[src/rtl/lsu_wb.sv]
// Load/store unit with writeback: one instruction in flight, EXU handshake
// on the input side, request/response memory port, single GPR write port.
module lsu_wb #(
  parameter int DATA_WIDTH = 32,
  parameter int ADDR_WIDTH = 5
) (
  input  logic                  clk,
  input  logic                  rst,
  input  logic                  in_valid,
  output logic                  in_ready,
  input  logic [DATA_WIDTH-1:0] in_alu_result,
  input  logic [DATA_WIDTH-1:0] in_store_data,
  input  logic [ADDR_WIDTH-1:0] in_rd,
  input  logic                  in_rd_wen,
  input  logic                  in_mem_ren,
  input  logic                  in_mem_wen,
  input  logic [2:0]            in_funct3,
  output logic                  mem_req_valid,
  input  logic                  mem_req_ready,
  output logic [DATA_WIDTH-1:0] mem_addr,
  output logic                  mem_wen,
  output logic [DATA_WIDTH-1:0] mem_wdata,
  output logic [DATA_WIDTH/8-1:0] mem_wmask,
  input  logic                  mem_resp_valid,
  input  logic [DATA_WIDTH-1:0] mem_rdata,
  output logic                  gpr_wen,
  output logic [ADDR_WIDTH-1:0] gpr_waddr,
  output logic [DATA_WIDTH-1:0] gpr_wdata,
  output logic                  commit,
  output logic                  lsu_err
);

  localparam int NB = DATA_WIDTH / 8;
  localparam int DW = DATA_WIDTH;

  typedef enum logic [1:0] {
    IDLE, REQ, WAIT, WB
  } state_t;

  state_t state_q, state_d;

  logic [DW-1:0]         addr_q;
  logic [DW-1:0]         sdata_q;
  logic [DW-1:0]         rdata_q;
  logic [ADDR_WIDTH-1:0] rd_q;
  logic                  rd_wen_q;
  logic                  ld_q;
  logic                  st_q;
  logic                  err_q;
  logic [2:0]            f3_q;

  logic accept;
  logic ld_in, st_in, mem_in;
  logic ill_in, mis_in, err_in;

  assign accept = in_valid && (state_q == IDLE);

  // Load wins when both enables are set
  always_comb begin
    ld_in  = in_mem_ren;
    st_in  = in_mem_wen && !in_mem_ren;
    mem_in = ld_in || st_in;
    ill_in = 1'b1;
    case (in_funct3)
      3'b000, 3'b001, 3'b010: ill_in = 1'b0;
      3'b100, 3'b101:         ill_in = !ld_in;
      default:                ill_in = 1'b1;
    endcase
    mis_in = ((in_funct3[1:0] == 2'b01) && in_alu_result[0])
          || ((in_funct3[1:0] == 2'b10) && (in_alu_result[1:0] != 2'b00));
    err_in = mem_in && (ill_in || mis_in);
  end

  always_ff @(posedge clk or posedge rst) begin
    if (rst) begin
      state_q  <= IDLE;
      addr_q   <= '0;
      sdata_q  <= '0;
      rdata_q  <= '0;
      rd_q     <= '0;
      rd_wen_q <= 1'b0;
      ld_q     <= 1'b0;
      st_q     <= 1'b0;
      err_q    <= 1'b0;
      f3_q     <= '0;
    end else begin
      state_q <= state_d;
      if (accept) begin
        addr_q   <= in_alu_result;
        sdata_q  <= in_store_data;
        rd_q     <= in_rd;
        rd_wen_q <= in_rd_wen;
        ld_q     <= ld_in;
        st_q     <= st_in;
        err_q    <= err_in;
        f3_q     <= in_funct3;
      end
      if (state_q == WAIT && mem_resp_valid) begin
        rdata_q <= mem_rdata;
      end
    end
  end

  always_comb begin
    state_d = state_q;
    unique case (state_q)
      IDLE: if (accept) state_d = (mem_in && !err_in) ? REQ : WB;
      REQ:  if (mem_req_ready) state_d = WAIT;
      WAIT: if (mem_resp_valid) state_d = WB;
      WB:   state_d = IDLE;
    endcase
  end

  logic [NB-1:0] mask;
  logic [DW-1:0] shifted;
  logic [DW-1:0] ld_data;

  always_comb begin
    unique case (f3_q[1:0])
      2'b00: begin
        mask      = NB'(1) << addr_q[1:0];
        mem_wdata = {NB{sdata_q[7:0]}};
      end
      2'b01: begin
        mask      = NB'(3) << addr_q[1:0];
        mem_wdata = {(NB/2){sdata_q[15:0]}};
      end
      default: begin
        mask      = '1;
        mem_wdata = sdata_q;
      end
    endcase
  end

  always_comb begin
    shifted = rdata_q >> {addr_q[1:0], 3'b000};
    case (f3_q)
      3'b000:  ld_data = {{(DW-8){shifted[7]}}, shifted[7:0]};
      3'b001:  ld_data = {{(DW-16){shifted[15]}}, shifted[15:0]};
      3'b100:  ld_data = {{(DW-8){1'b0}}, shifted[7:0]};
      3'b101:  ld_data = {{(DW-16){1'b0}}, shifted[15:0]};
      default: ld_data = shifted;
    endcase
  end

  assign in_ready      = (state_q == IDLE);
  assign mem_req_valid = (state_q == REQ);
  assign mem_addr      = {addr_q[DW-1:2], 2'b00};
  assign mem_wen       = (state_q == REQ) && st_q;
  assign mem_wmask     = mem_wen ? mask : '0;

  assign commit    = (state_q == WB);
  assign lsu_err   = commit && err_q;
  assign gpr_wen   = commit && rd_wen_q && (rd_q != '0) && !st_q && !err_q;
  assign gpr_waddr = rd_q;
  assign gpr_wdata = ld_q ? ld_data : addr_q;

endmodule

[config.mk]
export PLATFORM = sky130hd
export DESIGN_NAME = lsu_wb
export DESIGN_NICKNAME = d
export VERILOG_FILES = /design/src/rtl/lsu_wb.sv
export SDC_FILE = /design/constraint.sdc
export NUM_CORES = 1
export LEC_CHECK = 0
export CORE_MARGIN = 1.5
export CORE_UTILIZATION = 41
export CTS_BUF_LIST = sky130_fd_sc_hd__clkbuf_2 sky130_fd_sc_hd__clkbuf_4 sky130_fd_sc_hd__clkbuf_8
export DETAILED_ROUTE_END_ITERATION = 8
export PLACE_DENSITY = 0.86
export SYNTH_ARGS = -nofsm -noshare
export SYNTH_HDL_FRONTEND = slang
export SYNTH_SLANG_ARGS = --single-unit
[constraint.sdc]
create_clock -name clk -period 4.2 [get_ports clk]
set_clock_uncertainty 0.1 [all_clocks]
set_input_delay 1.05 -clock clk [delete_from_list [all_inputs] [get_ports clk]]
set_output_delay 1.05 -clock clk [all_outputs]
set_load 0.1 [all_outputs]
### After elaboration in Yosys (flattened, before gate mapping)

Index checks and enable logic that the tools add are counted.

* equality and inequality tests: 16
* shift operators: 3
* mux-type cells: 11
* reduce and logical (&&, ||, !) cells: 29

Operators with widths (number)
* 32-bit case mux with 4 select lines: 1
* 32-bit case mux with 2 select lines: 1
* 32-bit two-way mux: 1
* 32-bit by 5-bit right shift with 32-bit output: 1
* 1-bit logical AND: 13
* 3-bit == test, second input constant: 4
* 2-bit two-way mux: 4
* 2-bit case mux with 4 select lines: 1
* 4-bit case mux with 2 select lines: 1
* 2-bit by 1-bit == test with 1-bit output, second input constant: 3
* 2-bit == test, second input constant: 3
* 3-bit by 1-bit == test with 1-bit output, second input constant: 2
* 3-bit zero test: 2
* 5-bit nonzero test: 1
* 1-bit zero test: 4
* 2-bit zero test: 2
* 4-bit two-way mux: 1
* 2-bit by 1-bit != test with 1-bit output, second input constant: 2
* 1-bit by 2-bit left shift with 4-bit output, first input constant: 1
* 2-bit by 2-bit left shift with 4-bit output, first input constant: 1
* 3-bit by 2-bit == test with 1-bit output, second input constant: 1
* 1-bit logical OR: 3
* 3-bit AND reduction: 1
* 3-bit OR reduction: 1
* 4 further kinds: 4

* register bits: 110
* bits of input ports: 112
* output and inout port bits: 111
* logic and storage cells: 69

### Logic depth before layout (Yosys ltp)

Gate-level depths: netlist of the first run.

* depth after elaboration: 10
* depth in mapped cells: 7
* gate-level depth less buffers: 6

### Least setup slack after synthesis of the first run

Ideal clock, no wire load.

* path kind: register to output
* start: register state_q[0]
* end: output gpr_wen
* arrival time: 4139 ps
* data required time: 3050 ps
* path slack: -1089 ps
* stages on the path, launching flop included: 4
* path buffers: 0
* cell sequence: dfrtp_1 > ha_1 > nand2_1 > nor4_1

* longest elaborated chain between the ends: 5

RTL lines
* start, declared: line 40 `state_t state_q, state_d;`
* start signal, assigned: line 87 `state_q <= state_d;`
* 2-bit == test: line 152 `assign commit = (state_q == WB);`
* via commit: line 29 `output logic commit,`
* 1-bit logical AND (4 in series): line 154 `assign gpr_wen = commit && rd_wen_q && (rd_q != '0) && !st_q && !err_q;`
* end, declared: line 26 `output logic gpr_wen,`

The timed path passes the listed nets, and every way through them passes these cells.

### Worst setup path in the final report of the first run

* start: register f3_q[0]
* end: output gpr_wdata[10]

* longest elaborated chain between the ends: 3
* elaborated cells between the ends (all ways): 6
* those cells by class: eq/ne: 3; mux: 2; reduce/logical: 1

RTL lines
* start, declared: line 50 `logic [2:0] f3_q;`
* start signal, assigned: line 96 `f3_q <= in_funct3;`
* 3-bit == test, or another cell as far along: line 137 `case (f3_q)`
* 32-bit case mux with 4 select lines (*): line 137
* 32-bit two-way mux (*): line 156 `assign gpr_wdata = ld_q ? ld_data : addr_q;`
* end, declared: line 28 `output logic [DATA_WIDTH-1:0] gpr_wdata,`

Every way passes the cells marked *; elsewhere a longest branch is shown, timed or not.

==> results.md, run 1 <==
- Post-Syn Instances: 493
- Register area share after synthesis: approximately 47%
- Via count: 4398
- Max FO, Critical Path: 16
- First-pass GRT wire length: 24.8 mm
- Design area: 0.00830 sq mm
- Netlist cell types: 36
- HPWL after detailed placement: ~12 mm
- Number of global-route vias before repair: 4665
- Synth Register Bits: 110
- Worst hold path class: reg2reg
- Clk pin slew, worst setup/hold paths: ~0.10 ns
- Starting Density: 42.0%
- Buffer count from post-CTS setup fixing: 0
- Nets: approximately 780
- Core Rows: 43
- Die Wd: 122 um
- Post-detailed-route wirelength per cell: 18.9 um
- Yosys top cell area share: 47.3%
- Latest clock arrival within the worst-skew pair: 0.38 ns
- WL final: ~16 mm
- Share of layout cells above drive strength 1: 33.8%
- Unrepaired setup endpoints after global routing: false
- Top cells by count, synth: mux2_2, dfrtp_1, buf_4, nand2_1, nor2_1
- IO Port Bufs: 220
- Ranking of synthesized cells by area: dfrtp_1, mux2_2, buf_4
- Io pins: between 200 and 250
- Crit Path Category: reg2out
- Initial antenna violation count: 0
- Number of fill cells: 1099
- Antenna cell count: 0
- Final Max Tran Viols: 0
- Final min period: 3.80 ns
- Max Freq: 263 MHz
- DP Worst Slack: 0.803 ns
- Die H: 122 um
- Final setup fails: 0
- Clk root buf: clkbuf_8
- CTS buffer count: 9
- Core area: about 0.014 sq mm
- # hold bufs at CTS: 0
- DRT iter0 DRCs: 233
- Period utilization: 90.5%
- Synth Cell Area: 0.00582 sq mm
- Fin Hold WS: 0.412 ns
- # H-tree levels: 3
- Synthesis Warnings: 0
- Worst-case clock buffer depth: 2
- Startpoint types: flip-flop
- Slowest cell on the critical path: dfrtp_1
- Detailed-route DRC error count: 0
- CP endpoint kind: primary output
- Req. time, crit path: 3.05 ns
- PnR worst setup slack: 0.401 ns
- Status: completed
- Largest net degree at the start of global routing: 79
- Final hold viol count: 0
- Die area: 0.0149 sq mm
- Async set-or-reset flop fraction in the synthesized netlist: 100%
- Post-CTS resize count: 0
- DR vias/cell: 5.19
- TritonCTS clock tree: done
- Syn Area/Cell: 11.8 sq um
- Critical Path AT: 2.65 ns
- Primary FF master, synth: dfrtp_1
- Post-synth EDFFs: 0
- Max cap viols: 0
- Crit-path max cell delay: slightly below 0.7 ns
- Slew headroom: 30.4%
- Placed standard-cell area: 0.00812 sq mm
- Worst slew pin tran: approximately 1.0 ns
- Post-DRT Antenna Nets: 0
- Post-synth top area cell: dfrtp_1
- Critical path cell sequence: or2_2, o31a_1, a21oi_1, buf_12
- Area grow syn2layout: 42.6%
- Most instantiated library cell after synthesis: mux2_2
- Total track usage: 22.0%
- Clock Sinks: 110
- GP Congestion: 0.809
- Total congestion overflow: 0
- Drt pass-1 iters: 4
[worst paths after layout]
kind                            startpoint  cells past startpoint             to  slack, ns
worst max-delay path               f3_q[0]                      4  gpr_wdata[10]       0.40
max in group asynchronous              rst                      3    rdata_q[23]       2.02
worst min-delay path            rdata_q[6]                      1     rdata_q[6]       0.41
worst max register to register  state_q[0]                      4    sdata_q[21]       1.94
min in group asynchronous              rst                      2    sdata_q[19]       1.12
worst min register to register  rdata_q[6]                      1     rdata_q[6]       0.41
[cells in the final DEF (no fill, tap or decap), types with 2 or more instances in the layout]
| cell | instances |
|---|---|
| a211oi_1 | 5 |
| nor2_1 | 25 |
| mux2i_1 | 24 |
| a211o_1 | 9 |
| a22oi_1 | 2 |
| inv_1 | 8 |
| o21ai_0 | 10 |
| conb_1 | 2 |
| clkbuf_8 | 10 |
| clkdlybuf4s50_1 | 156 |
| buf_4 | 44 |
| dfrtp_1 | 110 |
| buf_12 | 30 |
| mux2_2 | 130 |
| ha_1 | 4 |
| a221o_1 | 8 |
| a21oi_1 | 19 |
| o21ai_1 | 7 |
| nand2b_1 | 3 |
| clkinv_2 | 2 |
| o2bb2ai_1 | 7 |
| nand2_1 | 26 |
| clkinvlp_4 | 2 |
| nor2b_1 | 6 |
[registers in the layout, summed over array words and instances, names as in the netlist]
| name | flops |
|---|---|
| rd_wen_q | 1 |
| state_q | 2 |
| err_q | 1 |
| sdata_q | 32 |
| f3_q | 3 |
| rdata_q | 32 |
| st_q | 1 |
| gpr_waddr | 5 |
| addr_q | 32 |
| ld_q | 1 |
[cell families after synthesis]
family	Yosys count	share of synthesized area, %
buf+inv	81	8.16
other cells	1	0.0644
fa+ha+maj	4	0.859
xor+xnor	1	0.150
compound gates	74	9.17
flops	110	47.3
mux	154	29.3
simple gates	68	5.07
[area by class of cell]
type | count | area (sq um) | share of cell area [%]
Tap cell | 180 | 225 | 2.71
Clock buffer | 10 | 138 | 1.66
Clock inverter | 6 | 45.0 | 0.542
Multi-Input combinational cell | 303 | 2610 | 31.5
Sequential cell | 110 | 2750 | 33.2
Inverter | 9 | 36.3 | 0.437
Timing Repair Buffer | 230 | 2490 | 30.0
[per-stage QoR]
step	instances	util, %	setup TNS, ns
finish	848	59.8	0
CTS	848	59.8	0
detailed placement	832	58.5	0
global route	848	59.8	0
global placement	832	58.5	0
floorplan	494	-	-0.0286
[routing by layer]
metal | vias up | share of wire, % | track usage, % | wire length [um]
met5 | - | 0 | 0 | 0
met4 | 0 | 2.1 | 8.43 | 333
met3 | 21 | 8.6 | 7.16 | 1370
met2 | 170 | 51 | 37.9 | 8130
met1 | 2160 | 39 | 25.3 | 6200
li1 | 2047 | - | - | -
[critical path: cells and delay by family (launching register included)]
family          cells  cell delay, ns
simple gates        1            0.60
flops               1            0.68
compound gates      2            0.77
buf+inv             1            0.22
Power of run 1 is not shown: default switching activity piles up to over one toggle a cycle in this logic, so the estimate is an artifact.
==> run 2, diff against run 1 <==
--- a/config.mk
+++ b/config.mk
@@ -5,6 +5,7 @@
 export SDC_FILE = /design/constraint.sdc
 export NUM_CORES = 1
 export LEC_CHECK = 0
+export CORE_ASPECT_RATIO = 1.25
 export CORE_MARGIN = 1.5
 export CORE_UTILIZATION = 41
 export CTS_BUF_LIST = sky130_fd_sc_hd__clkbuf_2 sky130_fd_sc_hd__clkbuf_4 sky130_fd_sc_hd__clkbuf_8
==> results.md, run 2 (synthesis gave the netlist of run 1 again) <==
- Clk root buf: clkbuf_8 (unchanged)
- DR vias/cell: 5.24 (was 5.19)
- Detailed-route DRC error count: 0 (unchanged)
- IO Port Bufs: 220 (unchanged)
- Io pins: 223 (unchanged)
- WL final: 16.4 mm (was 16.0 mm)
- Placed cells: 828 (was 832)
- Unrepaired setup endpoints after global routing: false (unchanged)
- # hold bufs at CTS: 0 (unchanged)
- Uppermost layer routed: met4 (unchanged)
- Max Freq: 263 MHz (about the same)
- Req. time, crit path: 3.05 ns (about the same)
- Starting Density: 42.0% (about the same)
- Final hold viol count: 0 (unchanged)
- Post-detailed-route wirelength per cell: 19.4 um (was 18.9 um)
- Placed standard-cell area: 0.00811 sq mm (was 0.00812 sq mm)
- Antenna cell count: 0 (unchanged)
- Status: completed (unchanged)
- Area grow syn2layout: 42.5% (was 42.6%)
- Core Rows: 48 (was 43)
- Number of global-route vias before repair: 4769 (was 4665)
- Clk pin slew, worst setup/hold paths: 0.10 ns (about the same)
- Via count: 4420 (was 4398)
- CP endpoint kind: primary output (unchanged)
- Slew headroom: 30.6% (was 30.4%)
- Number of fill cells: 1112 (was 1099)
- Crit Path Category: reg2out (unchanged)
- Buffer count from post-CTS setup fixing: 0 (unchanged)
- Period utilization: 90.5% (about the same)
- Clock Sinks: 110 (unchanged)
- # H-tree levels: 3 (unchanged)
- Final Max Tran Viols: 0 (unchanged)
- Met2 routed WL: 8.78 mm (was 8.13 mm)
- WL met3: 1.12 mm (was 1.37 mm)
- CTS buffer count: 9 (unchanged)
- Top Registers: addr_q: 32 flops, rdata_q: 32 flops, sdata_q: 32 flops (unchanged)
- Worst slew pin tran: 1.04 ns (about the same)
- Total track usage: 22.5% (was 22.0%)
- DP Worst Slack: 0.826 ns (was 0.803 ns)
- Share of layout cells above drive strength 1: 33.8% (unchanged)
- Post-DRT Antenna Nets: 0 (unchanged)
- Final min period: 3.80 ns (about the same)
- Nets: 780 (was 779)
- R2r setup slk: 1.94 ns (about the same)
- PnR worst setup slack: 0.401 ns (about the same)
- Final setup fails: 0 (unchanged)
- Met1 wire length: 6.07 mm (was 6.20 mm)
- TritonCTS clock tree: done (unchanged)
- Total congestion overflow: 0 (unchanged)
- Worst hold path class: reg2reg (unchanged)
- Max FO, Critical Path: 12 (was 16)
- HPWL after detailed placement: 12.3 mm (was 11.8 mm)
- GP Congestion: 0.759 (was 0.809)
- DRT iter0 DRCs: 191 (was 233)
- Startpoint types: flip-flop (unchanged)
- Die area: 0.0149 sq mm (about the same)
- Critical Path AT: 2.65 ns (about the same)
- Non-Filler Instances: 843 (was 848)
- Max cap viols: 0 (unchanged)
- Design area: 0.00830 sq mm (about the same)
- Initial antenna violation count: 0 (unchanged)
- Post-CTS resize count: 0 (unchanged)
- Latest clock arrival within the worst-skew pair: 0.37 ns (was 0.38 ns)
- Largest net degree at the start of global routing: 79 (unchanged)
- Setup TNS: 0 ns (unchanged)
- Worst-case clock buffer depth: 2 (unchanged)
- Die H: 136 um (was 122 um)
- First-pass GRT wire length: 25.2 mm (was 24.8 mm)
- Drt pass-1 iters: 4 (unchanged)
- Commonest non-fill, non-tap cells in the layout: clkdlybuf4s50_1, mux2_2, dfrtp_1, buf_4, buf_12 (unchanged)
- Die Wd: 110 um (was 122 um)
- Commonest non-fill, non-tap cell in the layout: clkdlybuf4s50_1 (unchanged)
- Core area: 0.0139 sq mm (about the same)
==> run 2: changes by cell type in the layout (fill, tap and decap cells not counted) <==
| cell | change |
|---|---|
| bufinv_16 | +1 |
| buf_4 | +2 |
| clkbuf_8 | -1 |
| clkinv_4 | -1 |
| clkinv_2 | -1 |
| clkinvlp_4 | -1 |
| inv_6 | +3 |
| buf_12 | -1 |
| inv_8 | -1 |
==> run 2: worst max-delay path, stage by stage (launching register included) <==
cell	delay, ns
dfrtp_1	0.54
or3_1	0.55
nor2_1	0.67
a221o_1	0.33
buf_12	0.19
==> run 2: worst paths after layout <==
| check | to | start | cells after the start |
|---|---|---|---|
| setup / recovery | gpr_wdata[25] | addr_q[1] | 4 |
| hold / removal | rdata_q[5] | rdata_q[5] | 1 |
| setup reg to reg | addr_q[10] | state_q[0] | 4 |
| hold reg to reg | rdata_q[5] | rdata_q[5] | 1 |
| max in group asynchronous | addr_q[19] | rst | 3 |
| min in group asynchronous | sdata_q[21] | rst | 2 |
==> run 2: layout make-up <==
class                   count  area (sq um)  share of cell area (%)
inverters                   9          36.3                   0.437
flip-flops and latches    110          2750                    33.2
clock inverters             6          68.8                   0.829
well taps                 175           219                    2.64
repair buffers            231          2490                    30.0
multi-input cells         303          2610                    31.5
clock buffers               9           124                    1.49
==> run 2: routing by layer <==
metal  up-vias  GRT usage, %
met5         -             0
met4         0          7.86
met3        26          6.66
met2       165          40.4
met1      2182          24.8
li1       2047             -
==> run 2: metrics by stage <==
stage | util (%) | hold WS, ns
floorplan | - | 0.371
global placement | 58.5 | 0.382
detailed placement | 58.5 | 0.390
CTS | 59.8 | 0.418
global route | 59.8 | 0.432
finish | 59.8 | 0.415
Power of run 2 is left out for the same reason.
